File: src/rtl/keyvalue_wb_initiator.sv
// Wishbone classic single-beat initiator for the key/value store.
// Turns one put/get command into one bus cycle with timeout and returns a response.
//
// state | meaning
// ------+-----------------------------------------------------------
// IDLE  | cmd_ready high, waiting for a command
// BUS   | CYC/STB asserted, waiting for ACK, ERR or timeout
// RESP  | response held on rsp_* until the client takes it
module keyvalue_wb_initiator #(
    parameter int unsigned KEY_W     = 8,
    parameter int unsigned DATA_W    = 32,
    parameter logic [31:0] BASE_ADDR = 32'h3000_0000,
    parameter int unsigned TIMEOUT   = 255
) (
    input  logic              sys_clk,
    input  logic              sys_rst_n,
    input  logic              cmd_valid,
    output logic              cmd_ready,
    input  logic              cmd_we,
    input  logic [KEY_W-1:0]  cmd_key,
    input  logic [DATA_W-1:0] cmd_data,
    output logic              rsp_valid,
    input  logic              rsp_ready,
    output logic [DATA_W-1:0] rsp_data,
    output logic              rsp_err,
    output logic              CYC_o,
    output logic              STB_o,
    output logic              WE_o,
    output logic [3:0]        SEL_o,
    output logic [31:0]       ADR_o,
    output logic [DATA_W-1:0] DAT_o,
    input  logic [DATA_W-1:0] DAT_i,
    input  logic              ACK_i,
    input  logic              ERR_i
);

    typedef enum logic [1:0] {
        ST_IDLE = 2'd0,
        ST_BUS  = 2'd1,
        ST_RESP = 2'd2
    } state_t;

    // Down-counter loaded with TIMEOUT-1; reaching zero in BUS means the
    // TIMEOUT-th bus cycle has elapsed without a slave answer.
    localparam logic [15:0] TMO_LOAD = 16'(TIMEOUT - 1);

    state_t      state_q;
    state_t      state_d;
    logic [15:0] tmo_q;
    logic [31:0] adr_calc;
    logic        accept;
    logic        term_err;
    logic        term_ack;
    logic        term_tmo;
    logic        term_any;
    logic        rsp_done;

    always_comb begin
        adr_calc = BASE_ADDR + 32'({cmd_key, 2'b00});
        accept   = (state_q == ST_IDLE) && cmd_valid;
        term_err = (state_q == ST_BUS) && ERR_i;
        term_ack = (state_q == ST_BUS) && !ERR_i && ACK_i;
        term_tmo = (state_q == ST_BUS) && !ERR_i && !ACK_i && (tmo_q == 16'd0);
        term_any = term_err || term_ack || term_tmo;
        rsp_done = (state_q == ST_RESP) && rsp_ready;
    end

    always_ff @(posedge sys_clk or negedge sys_rst_n) begin
        if (!sys_rst_n) begin
            state_q <= ST_IDLE;
        end else begin
            state_q <= state_d;
        end
    end

    always_comb begin
        state_d = state_q;
        case (state_q)
            ST_IDLE: if (accept)   state_d = ST_BUS;
            ST_BUS:  if (term_any) state_d = ST_RESP;
            ST_RESP: if (rsp_done) state_d = ST_IDLE;
            default:               state_d = ST_IDLE;
        endcase
    end

    always_comb begin
        cmd_ready = (state_q == ST_IDLE);
    end

    always_ff @(posedge sys_clk or negedge sys_rst_n) begin
        if (!sys_rst_n) begin
            CYC_o <= 1'b0;
            STB_o <= 1'b0;
            WE_o  <= 1'b0;
            SEL_o <= 4'h0;
            ADR_o <= 32'h0;
            DAT_o <= '0;
        end else if (accept) begin
            CYC_o <= 1'b1;
            STB_o <= 1'b1;
            WE_o  <= cmd_we;
            SEL_o <= 4'hF;
            ADR_o <= adr_calc;
            DAT_o <= cmd_we ? cmd_data : '0;
        end else if (term_any) begin
            // ADR_o is left as-is; only the qualifying strobes and data drop.
            CYC_o <= 1'b0;
            STB_o <= 1'b0;
            WE_o  <= 1'b0;
            SEL_o <= 4'h0;
            DAT_o <= '0;
        end
    end

    always_ff @(posedge sys_clk or negedge sys_rst_n) begin
        if (!sys_rst_n) begin
            tmo_q <= 16'd0;
        end else if (accept) begin
            tmo_q <= TMO_LOAD;
        end else if ((state_q == ST_BUS) && !term_any) begin
            tmo_q <= tmo_q - 16'd1;
        end
    end

    always_ff @(posedge sys_clk or negedge sys_rst_n) begin
        if (!sys_rst_n) begin
            rsp_valid <= 1'b0;
            rsp_err   <= 1'b0;
            rsp_data  <= '0;
        end else if (term_ack) begin
            rsp_valid <= 1'b1;
            rsp_err   <= 1'b0;
            rsp_data  <= WE_o ? DAT_o : DAT_i;
        end else if (term_err || term_tmo) begin
            rsp_valid <= 1'b1;
            rsp_err   <= 1'b1;
            rsp_data  <= '0;
        end else if (rsp_done) begin
            rsp_valid <= 1'b0;
        end
    end

endmodule
File: config.mk
export PLATFORM = sky130hd
export DESIGN_NAME = keyvalue_wb_initiator
export DESIGN_NICKNAME = d
export VERILOG_FILES = /design/src/rtl/keyvalue_wb_initiator.sv
export SDC_FILE = /design/constraint.sdc
export NUM_CORES = 1
export LEC_CHECK = 0
export CAP_MARGIN = 10
export CORE_UTILIZATION = 44
export CTS_BUF_LIST = sky130_fd_sc_hd__clkbuf_8
export CTS_CLUSTER_DIAMETER = 120
export CTS_CLUSTER_SIZE = 16
export DETAILED_ROUTE_END_ITERATION = 6
export PLACE_DENSITY_LB_ADDON = 0.15
export RECOVER_POWER = 50
export SKIP_LAST_GASP = 1
export SLEW_MARGIN = 20
export SYNTH_ARGS = -nofsm -noshare
export SYNTH_HDL_FRONTEND = slang
export SYNTH_SLANG_ARGS = --single-unit
File: constraint.sdc
create_clock -name sys_clk -period 3.4 [get_ports sys_clk]
set_input_delay 0.51 -clock sys_clk [delete_from_list [all_inputs] [get_ports sys_clk]]
set_output_delay 0.51 -clock sys_clk [all_outputs]
set_load 0.03 [all_outputs]
==> Word-level counts from Yosys, hierarchy flattened <==
Cells that the tools add are included.
{ "classes": {"addsub": 2, "eq_ne": 5, "n_mux": 22, "reduce_logical": 21} }
{ "ops": {"columns": ["op", "count"], "rows": [
  ["2-to-1 mux 32 bit", 6],
  ["2-to-1 mux 16 bit", 2],
  ["adder 30 x 10 -> 31 bit, first input constant", 1],
  ["logical NOT 16 bit", 1],
  ["subtractor 16 x 1 -> 16 bit, second input constant", 1],
  ["logical AND 1 bit", 8],
  ["2-to-1 mux 1 bit", 8],
  ["2-to-1 mux 4 bit", 2],
  ["2-to-1 mux 2 bit", 3],
  ["one-hot mux 2 bit (3 select lines)", 1],
  ["nonzero test 2 bit", 3],
  ["!= test 2 bit, second input constant", 2],
  ["logical NOT 1 bit", 3],
  ["logical OR 1 bit", 3],
  ["AND reduction 3 bit", 1],
  ["nonzero test 3 bit", 1],
  ["equality test 2 x 1 -> 1 bit, second input constant", 1],
  ["equality test 2 bit, second input constant", 1],
  ["logical NOT 2 bit", 1],
  ["!= test 2 x 1 -> 1 bit, second input constant", 1]
]} }
{ "totals": {"register_bits": 122, "input_bits": 79, "output_inout_bits": 106, "elab_cells": 60} }

==> Depth between registers and ports, before layout <==
Gate-level depths: netlist of run 1.
{ "depth": {"word_depth": 9, "ltp_mapped": 8, "depth_no_buf": 7} }

==> Worst setup path after synthesis of run 1 <==
No wires, ideal clock.
{ "synth_timing": {"kind": "reg2reg", "start": "register tmo_q[9]", "end": "register tmo_q[14]", "setup_time_ns": 0.135, "arrival_ns": 2.209, "required_time_ns": 3.265, "path_slack_ns": 1.056, "stages_incl_launch_ff": 7, "n_path_buf": 1, "synth_period_minus_slack_ns": 2.344, "cell_sequence": "dfrtp_1 -> or4_4 -> or3_1 -> buf_2 -> or4_4 -> o311ai_2 -> o41ai_2"} }
{ "synth_via": {"elab_chain_len": 6, "word_cells_on_any_way": 9, "classes_between": "add/sub (1); mux (2); reduce/logical (6)"} }
{ "synth_rtl": {"columns": ["element", "line", "rtl"], "rows": [
  ["start, declared", "49", "logic [15:0] tmo_q;"],
  ["start signal, assigned", "121", "tmo_q <= tmo_q - 16'd1;"],
  ["parallel branches: the longest is 6 deep, another holds subtractor 16 x 1 -> 16 bit", null, null]
]} }
Several ways; the timed one is not identified. The select of a mux whose other input is x is not followed.
A chain may end at the register's enable or synchronous reset.

==> Worst setup path after layout of run 1 <==
{ "layout_timing": {"start": "register tmo_q[9]", "end": "register DAT_o[1]"} }
{ "layout_via": {"elab_chain_len": 4} }
{ "layout_rtl": {"columns": ["element", "line", "rtl"], "rows": [
  ["logical NOT 16 bit", "63", "term_tmo = (state_q == ST_BUS) && !ERR_i && !ACK_i && (tmo_q == 16'd0);"],
  ["logical AND 1 bit", "63", null],
  ["logical OR 1 bit", "64", "term_any = term_err || term_ack || term_tmo;"],
  ["nonzero test 2 bit (no line)", null, null],
  ["end signal, assigned", "104", "DAT_o <= cmd_we ? cmd_data : '0;"],
  ["end, declared", "31", "output logic [DATA_W-1:0] DAT_o,"]
]} }
No other way between the ends.

==> results of run 1 <==
==> worst max-delay path: stages, from the launching register on <==
cell and delay, ns:
dfrtp_1 0.40, or4_4 0.57, or3_1 0.44, o21ai_0 0.32
a21oi_2 0.27, buf_4 0.28, a22o_1 0.19
==> cell type report <==
type / count / area (um^2) / area share, %
Sequential cell: 95 / 2380 / 38.7
Clock inverter: 5 / 55.1 / 0.895
Timing Repair Buffer: 171 / 1680 / 27.3
Multi-Input combinational cell: 261 / 1710 / 27.8
Clock buffer: 11 / 151 / 2.46
Tap cell: 129 / 161 / 2.62
Inverter: 5 / 18.8 / 0.305
==> where the power goes <==
group	leakage, nW	total [mW]	internal [mW]	switching [mW]
combinational	1.34	2.72	1.11	1.61
clock	0.107	0.770	0.380	0.390
sequential	1.20	1.77	1.51	0.261
total	2.65	5.27	3.01	2.26
==> logic make-up after synthesis <==
group / share of synthesized area (%)
flip-flops: 54.9
adder cells (fa/ha/maj): 0.289
buffers and inverters: 7.74
AND/OR/NAND/NOR: 11.3
multiplexers: 8.09
other: 0.0865
XOR/XNOR: 1.01
AO/OA/AOI/OAI: 16.6
==> path summary, 6_finish.rpt <==
check / startpoint / endpoint / cells after the start
hold / removal: ADR_o[2]$_DFFE_PN0P_ / ADR_o[2]$_DFFE_PN0P_ / 2
setup / recovery: tmo_q[9]$_DFFE_PN0P_ / DAT_o[1]$_DFFE_PN0P_ / 6
hold reg to reg: ADR_o[2]$_DFFE_PN0P_ / ADR_o[2]$_DFFE_PN0P_ / 2
max in group asynchronous: sys_rst_n / DAT_o[1]$_DFFE_PN0P_ / 2
min in group asynchronous: sys_rst_n / ADR_o[6]$_DFFE_PN0P_ / 1
setup reg to reg: tmo_q[9]$_DFFE_PN0P_ / DAT_o[1]$_DFFE_PN0P_ / 6
==> metal layers <==
layer	track usage (%)	up-vias	part of all wire [%]
met3	5.66	23	7.1
met5	0	-	0
li1	-	1662	-
met1	27.9	1688	42
met4	9.14	0	2.8
met2	35.3	134	48
==> synthesized netlist by cell type, types with 4 or more instances <==
library cell and instances:
a22o_1 32, nand2b_1 4, xor2_1 5, nor4_1 4, buf_4 28, inv_1 5, nand2_1 34, buf_2 4
mux2i_1 35, nor2_1 42, clkbuf_1 22, o21ai_0 7, a211oi_1 32, dfrtp_1 95, nor3_1 6
==> registers in the layout, indices dropped and copies added (netlist names) <==
| register | flops |
|---|---|
| rsp_valid | 1 |
| rsp_err | 1 |
| tmo_q | 16 |
| rsp_data | 32 |
| DAT_o | 32 |
| SEL_o | 1 |
| WE_o | 1 |
| ADR_o | 9 |
| state_q | 2 |
==> through the flow <==
step / setup WS [ns] / hold slack, ns
finish: 0.814 / 0.480
global route: 0.457 / 0.509
CTS: 0.819 / 0.111
detailed placement: 0.551 / 0.463
global placement: 0.591 / 0.459
floorplan: 1.06 / 0.214
==> summary.md, run 1 <==
| Metric | Value |
|---|---|
| Status | `complete, but fails checks` |
| Failing checks | `capacitance limit, slew limit` |
| Number of synthesized flops with an enable pin | `0` |
| Final core occ | `65.6%` |
| Post-synth top area share | `54.9%` |
| RSZ-0062 raised after global routing | `no` |
| Library cells used by synthesis | `41` |
| R2R setup slack | `about 0.81 ns` |
| Final Critical Period | `2.59 ns` |
| GRT overflow | `0` |
| Chip Width | `101 um` |
| Maximum fanout along the worst path | `17` |
| CTS-repair resized insts | `0` |
| Deepest clock path buffer count | `2` |
| Fin cells | `slightly below 700` |
| FFs w/ async S/R, synth | `100%` |
| Largest net degree at the start of global routing | `52` |
| VDD IR max | `roughly 0.00043 V` |
| Worst hold-check path type | `flip-flop to flip-flop` |
| Final Hold Fails | `0` |
| Post-route DRC | `0` |
| Antenna Cells | `0` |
| Max cap viols | `1` |
| Fin Setup TNS | `0 ns` |
| Initial antenna violation count | `0` |
| Cell Rows | `35` |
| # port buffers | `about 160` |
| Worst EP arrival | `around 2.8 ns` |
| FMAX | `387 MHz` |
| Initial Utilization | `between 40% and 50%` |
| Cells after DPL | `about 660` |
| Placed Instance Area | `approximately 6000 um^2` |
| DIE HEIGHT | `just over 100 um` |
| Primary FF master, synth | `dfrtp_1` |
| Critical path class | `flip-flop to flip-flop` |
| Slew headroom | `-32.8%` |
| # clock sinks | `95` |
| Clock transition at path regs | `roughly 0.10 ns` |
| Layout Nets | `around 620` |
| Final ANT Viol Nets | `0` |
| Die area | `roughly 10000 um^2` |
| Syn Area/Cell | `11.0 um^2` |
| Power per cell area | `between 800 and 900 nW/um^2` |
| Register area share after synthesis | `a little over half` |
| Worst Skew | `between 0.01 and 0.015 ns` |
| Yosys top cell by area | `dfrtp_1` |
| Area delta synth->final | `42.0%` |
| Critical Path RT | `3.64 ns` |
| All-Layer GR Usage | `21.8%` |
| Most frequent cells in the layout | `clkdlybuf4s50_1, dfrtp_1, nor2_1, mux2i_1, nand2_1` |
| Worst setup SP type | `flip-flop` |
| Final Cycle Share | `around three quarters` |
| CTS tree | `built` |
| Mean routed wirelength per cell | `roughly 16 um` |
| # hold bufs at CTS | `0` |
| # Post-CTS Setup Buffers | `0` |
| Final Instance Area | `between 6000 and 7000 um^2` |
| Inserted Clock Buffers | `9` |
| YS warnings | `0` |
| Power Total | `approximately 5.3 mW` |
| Max-slew violation count | `39` |
| DRT iter0 DRCs | `between 100 and 150` |
| Layout cells sized above 1 | `under 10%` |
| Post-Syn Area | `4330 um^2` |
| GPL Wtd Cong | `0.914` |
| Routed vias/inst | `around 5.2` |
| IO Count | `about 190` |
| Detail Placement HPWL | `slightly below 8000 um` |
| Yosys reg bits | `95` |
| Floorplan core area | `9370 um^2` |
| Clock latency at the later pin of the worst-skew pair | `roughly 0.35 ns` |
| Crit end category | `flip-flop` |
| Number of global-route vias before repair | `about 3500` |
| First-pass GRT wire length | `between 15000 and 20000 um` |
| CTS HTree Levels | `3` |
| Commonest non-fill, non-tap cell in the layout | `clkdlybuf4s50_1` |
| Gate Count Post-Synth | `just under 400` |
| DRT Wirelength | `roughly 11000 um` |
| Clk root buf | `clkbuf_8` |
| First-pass DRT Iterations | `4` |
| Synth area leaders | `dfrtp_1, mux2i_1, a22o_1, a211oi_1, buf_4` |
| Leak pwr | `2.65 nW` |
| Slew @ Worst Pin | `1.99 ns` |
| Setup-failing EPs final | `0` |
| Fillers | `767` |
| Vias | `approximately 3500` |
No activity file was read; power rests on OpenSTA's default activity.
==> run 2: changes to the inputs <==
--- a/config.mk
+++ b/config.mk
@@ -6,7 +6,7 @@
 export NUM_CORES = 1
 export LEC_CHECK = 0
 export CAP_MARGIN = 10
-export CORE_UTILIZATION = 44
+export CORE_UTILIZATION = 40
 export CTS_BUF_LIST = sky130_fd_sc_hd__clkbuf_8
 export CTS_CLUSTER_DIAMETER = 120
 export CTS_CLUSTER_SIZE = 16
==> constraint.sdc (replaced) <==
create_clock -name sys_clk -period 2.3 [get_ports sys_clk]
set_input_delay 0.345 -clock sys_clk [delete_from_list [all_inputs] [get_ports sys_clk]]
set_output_delay 0.345 -clock sys_clk [all_outputs]
set_load 0.03 [all_outputs]
==> summary.md, run 2 (synthesis gave the netlist of run 1 again) <==
| Metric | Value |
|---|---|
| RSZ-0062 raised after global routing | `no` |
| Vias | `3648 (+4.0%)` |
| Final core occ | `61.3% (-4.3 points)` |
| Worst Skew | `0.0108 ns (-0.00288 ns)` |
| Largest net degree at the start of global routing | `55 (+5.8%)` |
| Sw Share | `43.5% (+0.61 points)` |
| Status | `finished clean` |
| Area delta synth->final | `47.5%` |
| Biggest regs | `DAT_o (32), rsp_data (32), tmo_q (16)` |
| Fin Setup TNS | `0 ns (unchanged)` |
| # clock sinks | `95 (unchanged)` |
| Clk root buf | `clkbuf_8` |
| Slew @ Worst Pin | `1.33 ns (-0.664 ns)` |
| Final Cycle Share | `98.3% (+22 points)` |
| DRT iter0 DRCs | `139 (+23%)` |
| Fillers | `888 (+16%)` |
| Deepest clock path buffer count | `2 (unchanged)` |
| Slew headroom | `11.4% (+44 points)` |
| Setup-failing EPs final | `0 (unchanged)` |
| # port buffers | `162 (unchanged)` |
| Clock transition at path regs | `0.09 ns (about the same)` |
| Routing usage on met1 | `26.4% (-1.5 points)` |
| Inserted Clock Buffers | `9 (unchanged)` |
| Net Sw Power | `3.43 mW (+52%)` |
| Max cap viols | `0 (-1)` |
| Post-route DRC | `0 (unchanged)` |
| Number of global-route vias before repair | `3703 (+6.3%)` |
| Layout Nets | `648 (+4.0%)` |
| GRT overflow | `0 (unchanged)` |
| CTS tree | `built` |
| Worst setup SP type | `flip-flop` |
| Internal | `4.44 mW (+48%)` |
| Combinational Power Share | `53.8% (+2.1 points)` |
| Initial Utilization | `41.6% (-4.6 points)` |
| Critical Path RT | `2.56 ns (-1.08 ns)` |
| First-pass GRT wire length | `18600 um (+8.3%)` |
| Cell Rows | `37 (+5.7%)` |
| DIE HEIGHT | `106 um (+4.8%)` |
| GPL Wtd Cong | `0.872 (-4.6%)` |
| All-Layer GR Usage | `21.5% (-0.34 points)` |
| Mean routed wirelength per cell | `16.4 um (+3.6%)` |
| Crit end category | `flip-flop` |
| Worst hold-check path type | `input port to asynchronous set/reset pin` |
| Antenna Cells | `0 (unchanged)` |
| Detail Placement HPWL | `8010 um (+2.6%)` |
| DRT Wirelength | `11600 um (+8.3%)` |
| IO Count | `185 (unchanged)` |
| Worst EP arrival | `2.52 ns (-0.30 ns)` |
| M2 GR Usage | `36.4% (+1.1 points)` |
| Commonest non-fill, non-tap cell in the layout | `clkdlybuf4s50_1` |
| Final Critical Period | `2.26 ns (-0.325 ns)` |
| First-pass DRT Iterations | `4 (unchanged)` |
| Final Hold Fails | `0 (unchanged)` |
| Maximum fanout along the worst path | `5 (-12)` |
| Power per cell area | `1230 nW/um^2 (+44%)` |
| Power share of the sequential group | `33.1% (-0.6 points)` |
| Global route hottest layer | `met2` |
| Layout cells sized above 1 | `9.97% (+3.9 points)` |
| # hold bufs at CTS | `0 (unchanged)` |
| Initial antenna violation count | `0 (unchanged)` |
| Leak pwr | `2.77 nW (+4.4%)` |
| Clock share of power | `13.1% (-1.5 points)` |
| Chip Width | `106 um (+4.8%)` |
| Routed vias/inst | `5.15 (-0.53%)` |
| Clock latency at the later pin of the worst-skew pair | `0.35 ns (about the same)` |
| Most frequent cells in the layout | `clkdlybuf4s50_1, dfrtp_1, nor2_1, dlygate4sd3_1, mux2i_1` |
| FMAX | `442 MHz (+14%)` |
| Critical path class | `flip-flop to flip-flop` |
| Max-slew violation count | `0 (-100%)` |
| Worst hold margin | `0.269 ns (-0.211 ns)` |
| Die area | `11300 um^2 (+9.8%)` |
| Floorplan core area | `10400 um^2 (+11%)` |
| CTS HTree Levels | `3 (unchanged)` |
| VDD IR max | `0.000608 V (+42%)` |
| M3 GR Usage | `5.09% (-0.57 points)` |
| Final ANT Viol Nets | `0 (unchanged)` |
## run 2: cell count changes in the layout (fill, tap and decap cells not counted), sizes merged
cell           previous run  this run
bufinv                    1         0
a21oi                     1         3
clkinvlp                  1         0
clkdlybuf4s50           128       123
buf                       7        29
clkbuf                   14        16
dlygate4sd3              33        38
## run 2: area by class of cell
class | instances | area (um^2) | area share (%)
Sequential cell | 95 | 2380 | 37.2
Timing Repair Buffer | 194 | 1870 | 29.3
Multi-Input combinational cell | 263 | 1770 | 27.6
Tap cell | 136 | 170 | 2.66
Clock buffer | 12 | 165 | 2.58
Inverter | 5 | 18.8 | 0.294
Clock inverter | 3 | 17.5 | 0.274
## run 2: worst paths after layout
| kind | depth (start not counted) | endpoint | slack (ns) | startpoint |
|---|---|---|---|---|
| max in group asynchronous | 2 | DAT_o[31]$_DFFE_PN0P_ | 0.62 | sys_rst_n |
| setup reg to reg | 5 | tmo_q[14]$_DFFE_PN0P_ | 0.04 | tmo_q[8]$_DFFE_PN0P_ |
| hold / removal | 1 | ADR_o[5]$_DFFE_PN0P_ | 0.27 | sys_rst_n |
| min in group sys_clk | 2 | ADR_o[5]$_DFFE_PN0P_ | 0.48 | ADR_o[5]$_DFFE_PN0P_ |
| setup / recovery | 5 | tmo_q[14]$_DFFE_PN0P_ | 0.04 | tmo_q[8]$_DFFE_PN0P_ |
| hold reg to reg | 2 | ADR_o[5]$_DFFE_PN0P_ | 0.48 | ADR_o[5]$_DFFE_PN0P_ |
## run 2: worst max-delay path, cell delays in order (launching register included)
cell	delay, ns
dfrtp_1	0.39
or4_4	0.53
or3_4	0.38
or4_4	0.45
buf_4	0.16
o41ai_2	0.26
## run 2: power by group through the flow
stage | sequential (mW) | combinational, mW | clock (mW)
2_1_floorplan | 3.69 | 1.47 | 0
3_3_place_gp | 2.62 | 4.24 | 0
3_5_place_dp | 2.65 | 4.28 | 0
4_1_cts | 2.62 | 4.35 | 1.07
5_1_grt | 2.69 | 4.49 | 1.14
6_report | 2.60 | 4.23 | 1.03
## run 2: per-stage QoR
| step | cells | total power, mW | setup slack, ns | cell area, um^2 |
|---|---|---|---|---|
| 2_1_floorplan | 416 | 5.16 | -0.0329 | 4410 |
| 3_3_place_gp | 690 | 6.86 | -0.234 | 6160 |
| 3_5_place_dp | 690 | 6.93 | -0.274 | 6160 |
| 4_1_cts | 706 | 8.04 | 0.0431 | 6360 |
| 5_1_grt | 708 | 8.32 | 0.00154 | 6390 |
| 6_report | 708 | 7.87 | 0.0382 | 6390 |
## run 2: what timing repair did
item | in CTS | in global routing
cloned | 1 | 1
resized for setup | 2 | 5
buffers inserted | 0 | 1
pin swaps | 1 | 0
setup endpoints to repair | 36 | 55
## run 2: per-layer routing
metal  vias to the layer above  share of wire (%)  wire length (um)
li1                       1719                  -                 -
met1                      1773                 42              4900
met2                       137                 49              5710
met3                        19                6.4               739
met4                         0                2.2               250
met5                         -                  0                 0
